**config.mk**
```make
export PLATFORM = sky130hd
export DESIGN_NAME = liteic_slave_node_read_flat
export DESIGN_NICKNAME = d
export VERILOG_FILES = /design/src/rtl/liteic_pkg.sv /design/src/rtl/axi_lite_if.sv /design/src/rtl/liteic_qos_rr_arbiter.sv /design/src/rtl/liteic_slave_node_read.sv /design/src/flat_wrapper.sv
export SDC_FILE = /design/constraint.sdc
export NUM_CORES = 1
export LEC_CHECK = 0
export CAP_MARGIN = 20
export CORE_AREA = 2 2 137 139
export CTS_CLUSTER_SIZE = 16
export DETAILED_ROUTE_END_ITERATION = 16
export DIE_AREA = 0 0 139 141
export SLEW_MARGIN = 10
export SYNTH_ARGS = -nofsm -noshare
export SYNTH_HDL_FRONTEND = slang
export SYNTH_SLANG_ARGS = --single-unit
```
**constraint.sdc**
```tcl
create_clock -name clk_i -period 5.4 [get_ports clk_i]
set_input_delay 1.08 -clock clk_i [delete_from_list [all_inputs] [get_ports clk_i]]
set_output_delay 1.08 -clock clk_i [all_outputs]
set_load 0.005 [all_outputs]
```
**src/rtl/liteic_pkg.sv**
```systemverilog
// Shared constants and types for the liteic crossbar nodes.
package liteic_pkg;

  localparam int IC_NUM_MASTER_SLOTS = 4;
  localparam int IC_ARADDR_WIDTH     = 32;
  localparam int IC_DATA_WIDTH       = 32;
  // Response word carries {r_data, r_resp}.
  localparam int IC_RDATA_WIDTH      = IC_DATA_WIDTH + 2;
  localparam int IC_QOS_WIDTH        = 4;

  typedef enum logic [1:0] {
    IDLE = 2'd0,
    AR   = 2'd1,
    R    = 2'd2
  } liteic_slv_rd_state_t;

  // Width of an index into n slots; never zero so single-slot builds stay legal.
  function automatic int ic_idx_w(input int n);
    return (n > 1) ? $clog2(n) : 1;
  endfunction

endpackage

```
**src/rtl/axi_lite_if.sv**
```systemverilog
// AXI-Lite bundle between a crossbar node and a slave.
interface axi_lite_if
  import liteic_pkg::*;
#(
  parameter int ADDR_W = IC_ARADDR_WIDTH,
  parameter int DATA_W = IC_DATA_WIDTH
);
  logic                    ar_valid;
  logic                    ar_ready;
  logic [ADDR_W-1:0]       ar_addr;
  logic [IC_QOS_WIDTH-1:0] ar_qos;
  logic                    r_valid;
  logic                    r_ready;
  logic [DATA_W-1:0]       r_data;
  logic [1:0]              r_resp;
  logic                    aw_valid;
  logic                    aw_ready;
  logic [ADDR_W-1:0]       aw_addr;
  logic [IC_QOS_WIDTH-1:0] aw_qos;
  logic                    w_valid;
  logic                    w_ready;
  logic [DATA_W-1:0]       w_data;
  logic [DATA_W/8-1:0]     w_strb;
  logic                    b_valid;
  logic                    b_ready;
  logic [1:0]              b_resp;

  modport master (
    output ar_valid, ar_addr, ar_qos, r_ready,
    output aw_valid, aw_addr, aw_qos, w_valid, w_data, w_strb, b_ready,
    input  ar_ready, r_valid, r_data, r_resp,
    input  aw_ready, w_ready, b_valid, b_resp
  );

  modport slave (
    input  ar_valid, ar_addr, ar_qos, r_ready,
    input  aw_valid, aw_addr, aw_qos, w_valid, w_data, w_strb, b_ready,
    output ar_ready, r_valid, r_data, r_resp,
    output aw_ready, w_ready, b_valid, b_resp
  );
endinterface

```
**src/rtl/liteic_qos_rr_arbiter.sv**
```systemverilog
// Combinational arbiter: highest QoS wins, round-robin among equal QoS.
module liteic_qos_rr_arbiter
  import liteic_pkg::*;
#(
  parameter int N     = IC_NUM_MASTER_SLOTS,
  parameter int IDX_W = ic_idx_w(N)
) (
  input  logic [N-1:0]            req_i,
  input  logic [IC_QOS_WIDTH-1:0] qos_i [N],
  input  logic [IDX_W-1:0]        rr_last_i,
  output logic [N-1:0]            grant_o
);

  logic [IC_QOS_WIDTH-1:0] max_qos;
  logic [N-1:0]            top_mask;
  logic                    found;

  // Highest QoS among the active requesters.
  always_comb begin
    max_qos = '0;
    for (int i = 0; i < N; i++) begin
      if (req_i[i] && (qos_i[i] > max_qos)) begin
        max_qos = qos_i[i];
      end
    end
  end

  // Keep only requesters that reached that QoS level.
  generate
    for (genvar gi = 0; gi < N; gi++) begin : g_mask
      assign top_mask[gi] = req_i[gi] && (qos_i[gi] == max_qos);
    end
  endgenerate

  // Walk upward from the slot after rr_last, wrapping; first masked requester wins.
  always_comb begin
    grant_o = '0;
    found   = 1'b0;
    for (int off = 1; off <= N; off++) begin
      for (int i = 0; i < N; i++) begin
        if (!found && top_mask[i] && (i == ((int'(rr_last_i) + off) % N))) begin
          grant_o[i] = 1'b1;
          found      = 1'b1;
        end
      end
    end
  end

endmodule

```
**src/rtl/liteic_slave_node_read.sv**
```systemverilog
// Slave-side read node: arbitrates master AR requests and routes R back to the winner.
module liteic_slave_node_read
  import liteic_pkg::*;
#(
  parameter int                 NUM_MST  = IC_NUM_MASTER_SLOTS,
  parameter logic [NUM_MST-1:0] MST_MASK = '1,
  parameter int                 ADDR_W   = IC_ARADDR_WIDTH,
  parameter int                 RDATA_W  = IC_RDATA_WIDTH
) (
  input  logic                    clk_i,
  input  logic                    rstn_i,
  input  logic [NUM_MST-1:0]      cbar_reqst_val_i,
  input  logic [ADDR_W-1:0]       cbar_reqst_data_i [NUM_MST],
  input  logic [IC_QOS_WIDTH-1:0] cbar_reqst_arqos_i [NUM_MST],
  output logic [NUM_MST-1:0]      cbar_reqst_rdy_o,
  output logic [RDATA_W-1:0]      cbar_resp_data_o,
  output logic [NUM_MST-1:0]      cbar_resp_val_o,
  input  logic [NUM_MST-1:0]      cbar_resp_rdy_i,
  axi_lite_if.master              slv_axil
);

  localparam int IDX_W = ic_idx_w(NUM_MST);

  liteic_slv_rd_state_t    state_q, state_d;
  logic [NUM_MST-1:0]      grant_q, grant_d;
  logic [ADDR_W-1:0]       addr_q, addr_d;
  logic [IC_QOS_WIDTH-1:0] qos_q, qos_d;
  logic [IDX_W-1:0]        rr_last_q, rr_last_d;

  logic [NUM_MST-1:0]      req;
  logic [NUM_MST-1:0]      arb_grant;
  logic [ADDR_W-1:0]       win_addr;
  logic [IC_QOS_WIDTH-1:0] win_qos;
  logic [IDX_W-1:0]        grant_idx;
  logic                    ar_valid;
  logic                    r_ready;

  // Masters outside the connectivity mask are invisible to arbitration.
  assign req = cbar_reqst_val_i & MST_MASK;

  liteic_qos_rr_arbiter #(
    .N     (NUM_MST),
    .IDX_W (IDX_W)
  ) u_arb (
    .req_i     (req),
    .qos_i     (cbar_reqst_arqos_i),
    .rr_last_i (rr_last_q),
    .grant_o   (arb_grant)
  );

  // Select the winning master's address and QoS (grant is one-hot).
  always_comb begin
    win_addr = '0;
    win_qos  = '0;
    for (int i = 0; i < NUM_MST; i++) begin
      if (arb_grant[i]) begin
        win_addr = cbar_reqst_data_i[i];
        win_qos  = cbar_reqst_arqos_i[i];
      end
    end
  end

  // Index of the registered grant, remembered as the round-robin pointer on completion.
  always_comb begin
    grant_idx = '0;
    for (int i = 0; i < NUM_MST; i++) begin
      if (grant_q[i]) begin
        grant_idx = IDX_W'(i);
      end
    end
  end

  // Next-state and output decode; every output idles low outside its own state.
  always_comb begin
    state_d          = state_q;
    grant_d          = grant_q;
    addr_d           = addr_q;
    qos_d            = qos_q;
    rr_last_d        = rr_last_q;
    ar_valid         = 1'b0;
    r_ready          = 1'b0;
    cbar_reqst_rdy_o = '0;
    cbar_resp_val_o  = '0;
    cbar_resp_data_o = '0;
    case (state_q)
      IDLE: begin
        if (|req) begin
          grant_d = arb_grant;
          addr_d  = win_addr;
          qos_d   = win_qos;
          state_d = AR;
        end
      end
      AR: begin
        ar_valid         = 1'b1;
        // Ack the master in the very cycle the slave accepts the address.
        cbar_reqst_rdy_o = grant_q & {NUM_MST{slv_axil.ar_ready}};
        if (slv_axil.ar_ready) begin
          state_d = R;
        end
      end
      R: begin
        cbar_resp_val_o  = grant_q & {NUM_MST{slv_axil.r_valid}};
        cbar_resp_data_o = {slv_axil.r_data, slv_axil.r_resp};
        r_ready          = |(cbar_resp_rdy_i & grant_q);
        if (slv_axil.r_valid && r_ready) begin
          rr_last_d = grant_idx;
          state_d   = IDLE;
        end
      end
      default: state_d = IDLE;
    endcase
  end

  // State and request registers; reset parks the pointer so master 0 wins the first tie.
  always_ff @(posedge clk_i or negedge rstn_i) begin
    if (!rstn_i) begin
      state_q   <= IDLE;
      grant_q   <= '0;
      addr_q    <= '0;
      qos_q     <= '0;
      rr_last_q <= IDX_W'(NUM_MST - 1);
    end else begin
      state_q   <= state_d;
      grant_q   <= grant_d;
      addr_q    <= addr_d;
      qos_q     <= qos_d;
      rr_last_q <= rr_last_d;
    end
  end

  assign slv_axil.ar_valid = ar_valid;
  assign slv_axil.ar_addr  = addr_q;
  assign slv_axil.ar_qos   = qos_q;
  assign slv_axil.r_ready  = r_ready;

  // This node only reads; the write channels stay quiet.
  assign slv_axil.aw_valid = 1'b0;
  assign slv_axil.aw_addr  = '0;
  assign slv_axil.aw_qos   = '0;
  assign slv_axil.w_valid  = 1'b0;
  assign slv_axil.w_data   = '0;
  assign slv_axil.w_strb   = '0;
  assign slv_axil.b_ready  = 1'b0;

endmodule

```
**src/flat_wrapper.sv**
```systemverilog
// flat-port wrapper written by rule: the top's interface ports become plain ports
module liteic_slave_node_read_flat import liteic_pkg::*;
#(
  parameter int                 NUM_MST  = IC_NUM_MASTER_SLOTS,
  parameter logic [NUM_MST-1:0] MST_MASK = '1,
  parameter int                 ADDR_W   = IC_ARADDR_WIDTH,
  parameter int                 RDATA_W  = IC_RDATA_WIDTH
)
  (clk_i, rstn_i, cbar_reqst_val_i, cbar_reqst_data_i, cbar_reqst_arqos_i, cbar_reqst_rdy_o, cbar_resp_data_o, cbar_resp_val_o, cbar_resp_rdy_i, slv_axil_ar_valid, slv_axil_ar_addr, slv_axil_ar_qos, slv_axil_r_ready, slv_axil_aw_valid, slv_axil_aw_addr, slv_axil_aw_qos, slv_axil_w_valid, slv_axil_w_data, slv_axil_w_strb, slv_axil_b_ready, slv_axil_ar_ready, slv_axil_r_valid, slv_axil_r_data, slv_axil_r_resp, slv_axil_aw_ready, slv_axil_w_ready, slv_axil_b_valid, slv_axil_b_resp);
  axi_lite_if #(.ADDR_W(ADDR_W)) slv_axil_i ();
  input  logic clk_i;
  input  logic rstn_i;
  input  logic [NUM_MST-1:0] cbar_reqst_val_i;
  input  logic [ADDR_W-1:0] cbar_reqst_data_i[NUM_MST];
  input  logic [IC_QOS_WIDTH-1:0] cbar_reqst_arqos_i[NUM_MST];
  output logic [NUM_MST-1:0] cbar_reqst_rdy_o;
  output logic [RDATA_W-1:0] cbar_resp_data_o;
  output logic [NUM_MST-1:0] cbar_resp_val_o;
  input  logic [NUM_MST-1:0] cbar_resp_rdy_i;
  output wire logic [$bits(slv_axil_i.ar_valid)-1:0] slv_axil_ar_valid;
  output wire logic [$bits(slv_axil_i.ar_addr)-1:0] slv_axil_ar_addr;
  output wire logic [$bits(slv_axil_i.ar_qos)-1:0] slv_axil_ar_qos;
  output wire logic [$bits(slv_axil_i.r_ready)-1:0] slv_axil_r_ready;
  output wire logic [$bits(slv_axil_i.aw_valid)-1:0] slv_axil_aw_valid;
  output wire logic [$bits(slv_axil_i.aw_addr)-1:0] slv_axil_aw_addr;
  output wire logic [$bits(slv_axil_i.aw_qos)-1:0] slv_axil_aw_qos;
  output wire logic [$bits(slv_axil_i.w_valid)-1:0] slv_axil_w_valid;
  output wire logic [$bits(slv_axil_i.w_data)-1:0] slv_axil_w_data;
  output wire logic [$bits(slv_axil_i.w_strb)-1:0] slv_axil_w_strb;
  output wire logic [$bits(slv_axil_i.b_ready)-1:0] slv_axil_b_ready;
  input wire logic [$bits(slv_axil_i.ar_ready)-1:0] slv_axil_ar_ready;
  input wire logic [$bits(slv_axil_i.r_valid)-1:0] slv_axil_r_valid;
  input wire logic [$bits(slv_axil_i.r_data)-1:0] slv_axil_r_data;
  input wire logic [$bits(slv_axil_i.r_resp)-1:0] slv_axil_r_resp;
  input wire logic [$bits(slv_axil_i.aw_ready)-1:0] slv_axil_aw_ready;
  input wire logic [$bits(slv_axil_i.w_ready)-1:0] slv_axil_w_ready;
  input wire logic [$bits(slv_axil_i.b_valid)-1:0] slv_axil_b_valid;
  input wire logic [$bits(slv_axil_i.b_resp)-1:0] slv_axil_b_resp;
  assign slv_axil_ar_valid = slv_axil_i.ar_valid;
  assign slv_axil_ar_addr = slv_axil_i.ar_addr;
  assign slv_axil_ar_qos = slv_axil_i.ar_qos;
  assign slv_axil_r_ready = slv_axil_i.r_ready;
  assign slv_axil_aw_valid = slv_axil_i.aw_valid;
  assign slv_axil_aw_addr = slv_axil_i.aw_addr;
  assign slv_axil_aw_qos = slv_axil_i.aw_qos;
  assign slv_axil_w_valid = slv_axil_i.w_valid;
  assign slv_axil_w_data = slv_axil_i.w_data;
  assign slv_axil_w_strb = slv_axil_i.w_strb;
  assign slv_axil_b_ready = slv_axil_i.b_ready;
  assign slv_axil_i.ar_ready = slv_axil_ar_ready;
  assign slv_axil_i.r_valid = slv_axil_r_valid;
  assign slv_axil_i.r_data = slv_axil_r_data;
  assign slv_axil_i.r_resp = slv_axil_r_resp;
  assign slv_axil_i.aw_ready = slv_axil_aw_ready;
  assign slv_axil_i.w_ready = slv_axil_w_ready;
  assign slv_axil_i.b_valid = slv_axil_b_valid;
  assign slv_axil_i.b_resp = slv_axil_b_resp;
  liteic_slave_node_read #(.NUM_MST(NUM_MST), .MST_MASK(MST_MASK), .ADDR_W(ADDR_W), .RDATA_W(RDATA_W)) u_core (.clk_i(clk_i), .rstn_i(rstn_i), .cbar_reqst_val_i(cbar_reqst_val_i), .cbar_reqst_data_i(cbar_reqst_data_i), .cbar_reqst_arqos_i(cbar_reqst_arqos_i), .cbar_reqst_rdy_o(cbar_reqst_rdy_o), .cbar_resp_data_o(cbar_resp_data_o), .cbar_resp_val_o(cbar_resp_val_o), .cbar_resp_rdy_i(cbar_resp_rdy_i), .slv_axil(slv_axil_i));
endmodule
```
==> out/qor.txt <==
Per-cell routed wire length - 18.3 µm
# fillers - 1688
Core area - 0.0183 mm²
Period utilisation layout - 118%
Synth Register Bits - 44
Power, Total - 2.82 mW
Die W - 139 µm
Starting density of the core - 24.0%
CP max stage cell - or4_4
Largest net degree at the start of global routing - 50
Skew-Pair Late Insertion Delay - 0.29 ns
Die area - 0.0196 mm²
Relative slew slack - 52.7%
All-Layer GR Usage - 18.7%
Clk_skew - 0.00472 ns
Worst EP arrival - 6.58 ns
Reg2Reg Depth - 5
Distinct cell type count after synthesis - 52
Setup Viol. Count Final - 40
Syn Inst Count - 496
H-tree depth - 2
Count leader, synth - buf_4
Hold Fails Final Rpt - 0
Diodes inserted - 0
Pre-antenna DRT Iters - 4
Share of layout cells above drive strength 1 - 33.6%
Leakage power - 3.59 nW
Failing checks - setup timing
Post-Synthesis Cell Area - 0.00438 mm²
CTS Hold Bufs - 0
Sequential share of the synthesized area - 25.2%
R2R Setup Slk - 3.31 ns
Slowest stage delay, CP - 0.50 ns
Post-synth top area cell - dfrtp_1
RSZ-0062 raised after global routing - true
Overflow after GRT - 0
Hold Crit Depth - 1
Min Tclk post-route - 6.38 ns
Rows - 50
Req. time, crit path - 5.60 ns
Critical path type - input pin to register
Final HPWL DP - 13.9 mm
# IOs - 350
Worst Path Max Fanout - 7
Mean Syn Cell Area - 8.83 µm²
Root Driver - clkbuf_16
Tightest Hold Check Type - register to register
CTS tree - yes
Clock tree buffer depth - 2
Pins over their slew limit - 0
Synth area leaders - dfrtp_1 24%, buf_4 13%, a22oi_1 13%
Worst-Margin Slew - 0.705 ns
WHS Endpoint - u_core.state_q[0]$_DFFE_PN0P_
Via count - 5191
Via density - 4.68
DRT iter0 DRCs - 184
Pre-CTS setup slack - -1.94 ns
Async S/R FF share, synth - 100%
Synth Flop Type - dfrtp_1
FF-to-FF Start - u_core.state_q[0]$_DFFE_PN0P_
Max Cap Viol - 0
Initial antenna violation count - 0
Status - finished, violations left
Worst-path clk slew - 0.07 ns
Final wirelength - 20.3 mm
Vias in the first global route - 5019
Maximum VDD drop - 0.000171 V
Yosys top cell area share - 24.0%
DRC violations left - 0
Maximum clock frequency - 0.157 GHz
Inserted Clock Buffers - 5
Nets@finish - 1082
Pwr dens - 307 mW/mm²
DIE HEIGHT - 141 µm
CP Launch Type - input pin
Gpl congestion - 0.830
Yosys warnings - 0
Synth top cells by count - 76 x buf_4, 73 x a22oi_1, 51 x nand2_1
Buffers on Ports - 269
Synth-to-layout area growth - 109%
Global-route wire length before repair - 28.9 mm
Number of enable flip-flop cells after synthesis - 0
PnR worst setup slack - -0.984 ns
Crit end category - register
Clk sink count - 44
CP most frequent cell - buf_6
Final ANT Viol Nets - 0
R2R Path End - u_core.slv_axil.ar_addr[23]$_DFFE_PN0P_
Hold path startpoint - u_core.state_q[1]$_DFFE_PN0P_
sequential cells by signal, summed over array words and instances (netlist names):
signal / cells
u_core.grant_q: 4
u_core.rr_last_q: 2
u_core.slv_axil.ar_addr: 32
u_core.slv_axil.ar_qos: 4
u_core.state_q: 2
layout make-up:
class	count	area, µm²	area share [%]
sequential	44	1100	12.0
tap	234	293	3.19
clock buffer	5	125	1.36
multi-input combinational	407	3510	38.3
timing repair buffer	407	4050	44.2
inverter	10	40.0	0.436
clock inverter	3	46.3	0.505
critical path, delay by kind of cell:
kind | cells | cell delay (ns)
AO/OA/AOI/OAI | 10 | 1.46
adder cells (fa/ha/maj) | 3 | 0.61
buffers and inverters | 11 | 1.40
AND/OR/NAND/NOR | 9 | 2.02
logic make-up (layout without fill, tap and decap cells):
kind of cell	Yosys count	count (layout)	synth area share [%]
AND/OR/NAND/NOR	136	136	16.0
XOR/XNOR	12	12	2.40
flip-flops	44	44	25.2
buffers and inverters	120	425	17.4
AO/OA/AOI/OAI	166	167	34.2
other	1	75	0.0856
adder cells (fa/ha/maj)	12	12	3.43
multiplexers	5	5	1.34
where the power goes:
| group | switching (mW) | internal, mW | total, mW |
|---|---|---|---|
| sequential | 0.108 | 0.478 | 0.586 |
| combinational | 0.834 | 1.04 | 1.87 |
| clock | 0.139 | 0.220 | 0.359 |
metal layers:
layer  up-vias  global-route usage, %  wire [µm]
met5         -                      0          0
met1      2477                   23.9       8650
met2       210                   33.3      10300
met4         0                   3.40        272
met3        20                   3.43       1110
li1       2484                      -          -
layout by cell type (no fill, tap or decap), drive strengths merged, types with 10 or more instances in the layout:
cell           count
inv               11
o221ai            37
ha                12
conb              75
o21ai             11
buf              143
a21oi             10
nand2             51
and2              40
nor2              10
dfrtp             42
clkdlybuf4s50    259
a22oi             73
per-stage QoR:
stage	utilization, %	cells	cell area, µm²	setup TNS [ns]	hold WS [ns]
after floorplan	-	570	4940	-39.78	0.435
after global placement	42.6	1039	7790	-69.84	0.464
after detailed placement	42.6	1039	7790	-75.34	0.467
after CTS	48.8	1096	8920	-31.81	0.475
after global routing	50.2	1110	9180	-42.05	0.513
final	50.2	1110	9180	-37.18	0.482
worst max-delay path by stage:
| stage | startpoint | to | slack, ns | depth (start not counted) |
|---|---|---|---|---|
| 6_report | cbar_reqst_val_i[0] | u_core.slv_axil.ar_addr[23]$_DFFE_PN0P_ | -0.98 | 33 |
| 5_1_grt | cbar_reqst_val_i[0] | u_core.slv_axil.ar_addr[23]$_DFFE_PN0P_ | -1.12 | 32 |
| 4_1_cts | cbar_reqst_val_i[0] | u_core.slv_axil.ar_addr[19]$_DFFE_PN0P_ | -0.84 | 31 |
| 3_5_place_dp | cbar_reqst_val_i[0] | u_core.slv_axil.ar_addr[26]$_DFFE_PN0P_ | -1.94 | 28 |
| 3_3_place_gp | cbar_reqst_val_i[0] | u_core.slv_axil.ar_addr[26]$_DFFE_PN0P_ | -1.79 | 31 |
| 2_1_floorplan | cbar_reqst_val_i[0] | u_core.slv_axil.ar_addr[0]$_DFFE_PN0P_ | -1.04 | 30 |
what timing repair did:
action / in CTS / in global routing
setup endpoints to repair: 40 / 40
gates cloned: 8 / 2
pin swaps: 69 / 33
buffers inserted: 42 / 13
resized for setup: 119 / 25
No activity file was read; power rests on OpenSTA's default activity.
